**config.mk**
```make
export PLATFORM = sky130hd
export DESIGN_NAME = alu_issue_capture
export DESIGN_NICKNAME = d
export VERILOG_FILES = /design/src/rtl/alu_issue_capture.sv
export SDC_FILE = /design/constraint.sdc
export NUM_CORES = 1
export LEC_CHECK = 0
export BUFFER_PORTS_ARGS = -buffer_cell sky130_fd_sc_hd__buf_2
export CAP_MARGIN = 25
export CORE_MARGIN = 5
export CORE_UTILIZATION = 25
export DETAILED_ROUTE_END_ITERATION = 8
export GPL_TIMING_DRIVEN = 0
export PLACE_DENSITY_LB_ADDON = 0.25
export SLEW_MARGIN = 40
export SYNTH_ARGS = -nofsm -noshare
export SYNTH_HDL_FRONTEND = slang
export SYNTH_SLANG_ARGS = --single-unit
```
**constraint.sdc**
```tcl
create_clock -name clk -period 1.9 [get_ports clk]
set_input_delay 0.19 -clock clk [delete_from_list [all_inputs] [get_ports clk]]
set_output_delay 0.19 -clock clk [all_outputs]
set_load 0.05 [all_outputs]
```
**src/rtl/alu_issue_capture.sv**
```systemverilog
// Issue/capture stage wrapped around a combinational ripple-carry ALU: registers one
// request onto the ALU inputs, waits a programmable settle time, then captures the result.
module alu_issue_capture #(
    parameter int WIDTH         = 16,
    parameter int SETTLE_CYCLES = 2
) (
    input  logic             clk,
    input  logic             rst_n,
    input  logic             in_valid,
    output logic             in_ready,
    input  logic [WIDTH-1:0] in_a,
    input  logic [WIDTH-1:0] in_b,
    input  logic [3:0]       in_s,
    input  logic             in_m,
    input  logic             in_cin,
    input  logic             in_use_carry,
    output logic [WIDTH-1:0] alu_a,
    output logic [WIDTH-1:0] alu_b,
    output logic [3:0]       alu_s,
    output logic             alu_m,
    output logic             alu_cin,
    input  logic [WIDTH-1:0] alu_f,
    input  logic             alu_cout,
    output logic             out_valid,
    input  logic             out_ready,
    output logic [WIDTH-1:0] out_f,
    output logic             out_cout,
    output logic             out_zero,
    output logic             out_neg,
    output logic             carry_flag
);

    typedef enum logic [1:0] {
        IDLE   = 2'd0,
        SETTLE = 2'd1,
        DONE   = 2'd2
    } state_t;

    // The counter reaches zero on the edge before capture, giving SETTLE_CYCLES edges total.
    localparam logic [3:0] CNT_LOAD = 4'(SETTLE_CYCLES - 1);

    state_t     state_r;
    state_t     state_s;
    logic [3:0] cnt_r;
    logic [3:0] cnt_s;
    logic       accept_s;
    logic       capture_s;
    logic       drain_s;

    // Handshake decode: a held result may drain on the same edge a new request is taken.
    always_comb begin
        in_ready  = (state_r == IDLE) | ((state_r == DONE) & out_ready);
        accept_s  = in_valid & in_ready;
        capture_s = (state_r == SETTLE) & (cnt_r == 4'd0);
        drain_s   = (state_r == DONE) & out_ready;
    end

    // State and settle-counter register.
    always_ff @(posedge clk or negedge rst_n) begin
        if (!rst_n) begin
            state_r <= IDLE;
            cnt_r   <= 4'd0;
        end else begin
            state_r <= state_s;
            cnt_r   <= cnt_s;
        end
    end

    // Next-state and counter logic.
    always_comb begin
        state_s = state_r;
        cnt_s   = cnt_r;
        case (state_r)
            IDLE: begin
                if (accept_s) begin
                    state_s = SETTLE;
                    cnt_s   = CNT_LOAD;
                end else begin
                    state_s = IDLE;
                end
            end
            SETTLE: begin
                if (cnt_r == 4'd0) begin
                    state_s = DONE;
                end else begin
                    cnt_s = cnt_r - 4'd1;
                end
            end
            DONE: begin
                if (accept_s) begin
                    state_s = SETTLE;
                    cnt_s   = CNT_LOAD;
                end else if (out_ready) begin
                    state_s = IDLE;
                end else begin
                    state_s = DONE;
                end
            end
            default: begin
                state_s = IDLE;
                cnt_s   = 4'd0;
            end
        endcase
    end

    // ALU input registers: loaded only on accept so the ripple path sees stable operands.
    always_ff @(posedge clk or negedge rst_n) begin
        if (!rst_n) begin
            alu_a   <= {WIDTH{1'b0}};
            alu_b   <= {WIDTH{1'b0}};
            alu_s   <= 4'd0;
            alu_m   <= 1'b0;
            alu_cin <= 1'b0;
        end else if (accept_s) begin
            alu_a   <= in_a;
            alu_b   <= in_b;
            alu_s   <= in_s;
            alu_m   <= in_m;
            alu_cin <= in_use_carry ? carry_flag : in_cin;
        end
    end

    // Result capture; carry_flag follows cout in both modes so word chains stay simple.
    always_ff @(posedge clk or negedge rst_n) begin
        if (!rst_n) begin
            out_f      <= {WIDTH{1'b0}};
            out_cout   <= 1'b0;
            out_zero   <= 1'b0;
            out_neg    <= 1'b0;
            carry_flag <= 1'b0;
        end else if (capture_s) begin
            out_f      <= alu_f;
            out_cout   <= alu_cout;
            out_zero   <= (alu_f == {WIDTH{1'b0}});
            out_neg    <= alu_f[WIDTH-1];
            carry_flag <= alu_cout;
        end
    end

    // Result-valid register.
    always_ff @(posedge clk or negedge rst_n) begin
        if (!rst_n) begin
            out_valid <= 1'b0;
        end else if (capture_s) begin
            out_valid <= 1'b1;
        end else if (drain_s) begin
            out_valid <= 1'b0;
        end
    end

endmodule

```
==> impl_results.html <==
<table>
<tr><th>Metric</th><th>Value</th></tr>
<tr><th colspan="2">Critical path</th></tr>
<tr><td>Required arrival time at the worst endpoint</td><td>2.13 ns</td></tr>
<tr><td>Highest-delay cell along the critical path</td><td>sky130_fd_sc_hd__or3b_4</td></tr>
<tr><td>Maximum cell stage delay along the critical path</td><td>roughly 0.44 ns</td></tr>
<tr><td>Crit path cell chain</td><td>inv_1 &gt; ha_1 &gt; or3b_4 &gt; nor2_8 &gt; buf_12 &gt; mux2_2</td></tr>
<tr><td>Worst flop-to-flop path startpoint</td><td>cnt_r[0]</td></tr>
<tr><td>Classification of the worst setup path</td><td>flop to flop</td></tr>
<tr><td>Crit path arrival time</td><td>~2.0 ns</td></tr>
<tr><td>Critical path fanouts, max</td><td>9</td></tr>
<tr><td>Nature of the critical path endpoint</td><td>flop</td></tr>
<tr><td>Kind of launch point of the worst setup path</td><td>flop</td></tr>
<tr><td>Startpoint of the worst setup timing path</td><td>cnt_r[0]</td></tr>
<tr><th colspan="2">Logic synthesis</th></tr>
<tr><td>Most common cell in the netlist</td><td>sky130_fd_sc_hd__dfrtp_1</td></tr>
<tr><td>Post-Synthesis Net Count</td><td>227</td></tr>
<tr><td>Number of synthesized register bits</td><td>63</td></tr>
<tr><td>Largest cells by area after synthesis</td><td>sky130_fd_sc_hd__dfrtp_1 61%, sky130_fd_sc_hd__mux2_2 21%, sky130_fd_sc_hd__mux2_4 4.7%</td></tr>
<tr><td>Part of the Yosys area used for sequential elements</td><td>0.6122</td></tr>
<tr><td>Count of flip-flops with a built-in enable after synthesis</td><td>0</td></tr>
<tr><td>Leading register cell type out of synthesis</td><td>sky130_fd_sc_hd__dfrtp_1</td></tr>
<tr><td>Summed instance area of the synthesized netlist</td><td>around 2600 sq um</td></tr>
<tr><td>Share of async-settable or async-resettable flops after synthesis</td><td>1.000</td></tr>
<tr><td>Leading post-synthesis cells by instance count</td><td>63 x sky130_fd_sc_hd__dfrtp_1, 48 x sky130_fd_sc_hd__mux2_2, 8 x sky130_fd_sc_hd__mux2_4</td></tr>
<tr><td>Share of the synthesized area in the top cell type</td><td>0.6122</td></tr>
<tr><td>Post-synth top area cell</td><td>sky130_fd_sc_hd__dfrtp_1</td></tr>
<tr><td>Mean Syn Cell Area</td><td>15.51 sq um</td></tr>
<tr><td>Yosys cell types</td><td>30</td></tr>
<tr><td>Post-Synthesis Cells</td><td>166</td></tr>
<tr><td>Synth warnings</td><td>0</td></tr>
<tr><th colspan="2">Timing</th></tr>
<tr><td>Max Fclk</td><td>roughly 550 MHz</td></tr>
<tr><td>Pins Over Slew Limit</td><td>0</td></tr>
<tr><td># setup viols final</td><td>0</td></tr>
<tr><td>Worst Slack Setup Final</td><td>between 0.08 and 0.09 ns</td></tr>
<tr><td>Share of the clock period used by the worst path</td><td>0.9560</td></tr>
<tr><td>RSZ-0062 raised after global routing</td><td>no</td></tr>
<tr><td>Slew margin rel.</td><td>0.6646</td></tr>
<tr><td>Minimum clock period</td><td>1.816 ns</td></tr>
<tr><td>Hold Fails Final Rpt</td><td>0</td></tr>
<tr><td>Measured slew at the worst slew-check pin</td><td>around 0.50 ns</td></tr>
<tr><td>Clock tree skew after final layout</td><td>0.01228 ns</td></tr>
<tr><th colspan="2">Place</th></tr>
<tr><td>Final HPWL DP</td><td>4540 microns</td></tr>
<tr><td>Standard cell area after detailed placement</td><td>around 3400 sq um</td></tr>
<tr><td>Worst slack at placement</td><td>-0.05148 ns</td></tr>
<tr><td>Number of buffers inserted by port buffering</td><td>between 100 and 150</td></tr>
<tr><td>Count of placed standard cells including taps</td><td>between 400 and 500</td></tr>
<tr><td>Placer's final routability congestion estimate</td><td>between 0.6 and 0.7</td></tr>
<tr><th colspan="2">Drt</th></tr>
<tr><td>Number of violations reported at the end of detailed-routing iteration 0</td><td>40</td></tr>
<tr><td>Total wire length</td><td>around 6000 microns</td></tr>
<tr><td>Post-route ant nets</td><td>0</td></tr>
<tr><td>Routed vias/inst</td><td>4.170</td></tr>
<tr><td>Number of remaining DRC errors</td><td>0</td></tr>
<tr><td>Via count of the routed design</td><td>roughly 1.8k</td></tr>
<tr><td>Number of optimization iterations in the first detailed-route pass</td><td>4</td></tr>
<tr><td>Detailed-route wire length per cell</td><td>about 14 microns</td></tr>
<tr><th colspan="2">GRT</th></tr>
<tr><td>Via count of the first global-routing pass</td><td>just over 2k</td></tr>
<tr><td>Pin count of the biggest net entering global routing</td><td>39</td></tr>
<tr><td>Wire length of the first global-routing pass</td><td>~10,000 microns</td></tr>
<tr><td>Global-route congestion overflow total</td><td>0</td></tr>
<tr><td>Antenna violations before repair</td><td>0</td></tr>
<tr><td>GR Util All Layers</td><td>0.1014</td></tr>
<tr><th colspan="2">Floorplanning</th></tr>
<tr><td>Vert. Die Dim</td><td>~110 microns</td></tr>
<tr><td>Core ar.</td><td>slightly above 10,000 sq um</td></tr>
<tr><td>Total Die Area</td><td>about 12,000 sq um</td></tr>
<tr><td>Top-Level Pins</td><td>120</td></tr>
<tr><td>Starting density of the core</td><td>0.2528</td></tr>
<tr><td>Row Count</td><td>37</td></tr>
<tr><td>Die Width</td><td>about 110 microns</td></tr>
<tr><th colspan="2">Clocking</th></tr>
<tr><td>CTS max path bufs</td><td>2</td></tr>
<tr><td>Clk sinks</td><td>63</td></tr>
<tr><td>Level count of the clock H-tree</td><td>3</td></tr>
<tr><td>Quantity of gates resized following cts</td><td>0</td></tr>
<tr><td>TritonCTS clock tree</td><td>yes</td></tr>
<tr><td>Insertion delay to the later sink of the worst-skew pair</td><td>approximately 0.34 ns</td></tr>
<tr><td>Clock root cell</td><td>sky130_fd_sc_hd__clkbuf_8</td></tr>
<tr><td>Clock-pin slew on the worst setup and hold paths</td><td>0.08 ns</td></tr>
<tr><td>CTS buffer count</td><td>9</td></tr>
<tr><th colspan="2">Cells and area</th></tr>
<tr><td>Final standard cell area without fillers</td><td>around 3600 sq um</td></tr>
<tr><td>P&amp;R area growth vs syn</td><td>39.41%</td></tr>
<tr><td>Net count, final</td><td>360</td></tr>
<tr><td>Count of non-filler cells in the finished layout</td><td>440</td></tr>
<tr><td>Diodes inserted</td><td>0</td></tr>
<tr><td>Utilization of the core after routing</td><td>0.3525</td></tr>
<tr><td>Fraction of layout instances using a drive strength above 1</td><td>0.6743</td></tr>
<tr><th colspan="2">Run</th></tr>
<tr><td>Number of max-cap violations</td><td>0</td></tr>
<tr><th colspan="2">Hold path</th></tr>
<tr><td>Worst Min Path Start</td><td>in_a[1]</td></tr>
<tr><td>Worst hold path class</td><td>primary input to flop</td></tr>
<tr><th colspan="2">Outcome</th></tr>
<tr><td>Result of the run</td><td>completed</td></tr>
</table>
==> state kept, by name (all words and copies together) (netlist names), 2 cells and up <==
register,cells
alu_b,16
alu_s,4
alu_a,16
cnt_r,4
out_f,16
state_r,2
==> cell type report <==
class / instances / area, sq um
fill: 1037 / 6595
sequential: 63 / 1577
multi-input combinational: 89 / 909.6
timing repair buffer: 122 / 648.1
tap: 136 / 170.2
clock buffer: 9 / 123.9
clock inverter: 7 / 72.57
buffer: 9 / 70.07
inverter: 5 / 18.77
==> path summary, 6_finish.rpt <==
kind                            slack [ns]  depth (start not counted)       end
worst max-delay path                  0.08                          6  out_f[3]
worst min register to register        0.49                          1  alu_b[2]
worst max register to register        0.08                          6  out_f[3]
min in group asynchronous             0.29                          2  alu_a[6]
max in group asynchronous             1.08                          3  out_f[7]
worst min-delay path                  0.07                          2  alu_a[1]
==> per-layer routing <==
layer  up-vias  global-route usage  part of all wire
li1        864                   -                 -
met2        64              0.1596              0.48
met1       901              0.1233              0.43
met4         0             0.04623             0.012
met3         6             0.03859             0.078
met5         -                   0                 0
==> metrics by stage <==
| step | setup TNS [ns] | hold slack [ns] |
|---|---|---|
| 2_1_floorplan | 0 | -0.1056 |
| 3_3_place_gp | -0.3032 | 0.4166 |
| 5_1_grt | 0 | 0.04686 |
| 4_1_cts | 0 | 0.05429 |
| 6_report | 0 | 0.07180 |
| 3_5_place_dp | -0.3686 | 0.1271 |
==> timing repair <==
item                                    in CTS  in global routing
hold endpoints to repair                    25                  0
endpoints found under the setup margin       8                  0
buffers inserted                             1                  0
hold buffers                                 1                  0
==> critical path, delay by kind of cell (launching register included) <==
family                   cells  cell delay, ns
adder cells (fa/ha/maj)      1            0.19
multiplexers                 1            0.33
buffers and inverters        2            0.21
AND/OR/NAND/NOR              2            0.58
flip-flops                   1            0.41
==> cell families (layout without fill, tap and decap cells) <==
logic type / count (synthesis) / after routing / share of synthesized area
compound gates: 12 / 12 / 0.03207
buf+inv: 14 / 152 / 0.03450
mux: 59 / 59 / 0.2692
simple gates: 17 / 17 / 0.04713
flops: 63 / 63 / 0.6122
fa+ha+maj: 1 / 1 / 0.004858
==> cell usage in the layout (no fill, tap or decap), types with 3 or more instances in the layout <==
cell type and instances:
sky130_fd_sc_hd__nor4_1 5, sky130_fd_sc_hd__inv_1 5, sky130_fd_sc_hd__o21ai_0 3, sky130_fd_sc_hd__a21oi_1 3, sky130_fd_sc_hd__buf_12 3, sky130_fd_sc_hd__buf_2 122
sky130_fd_sc_hd__mux2_2 48, sky130_fd_sc_hd__mux2_4 8, sky130_fd_sc_hd__buf_4 3, sky130_fd_sc_hd__dfrtp_1 63, sky130_fd_sc_hd__clkbuf_8 9
Power is left out: the tool's default activity adds up to more than one toggle a clock period on the data nets, which glitch-free logic cannot reach.
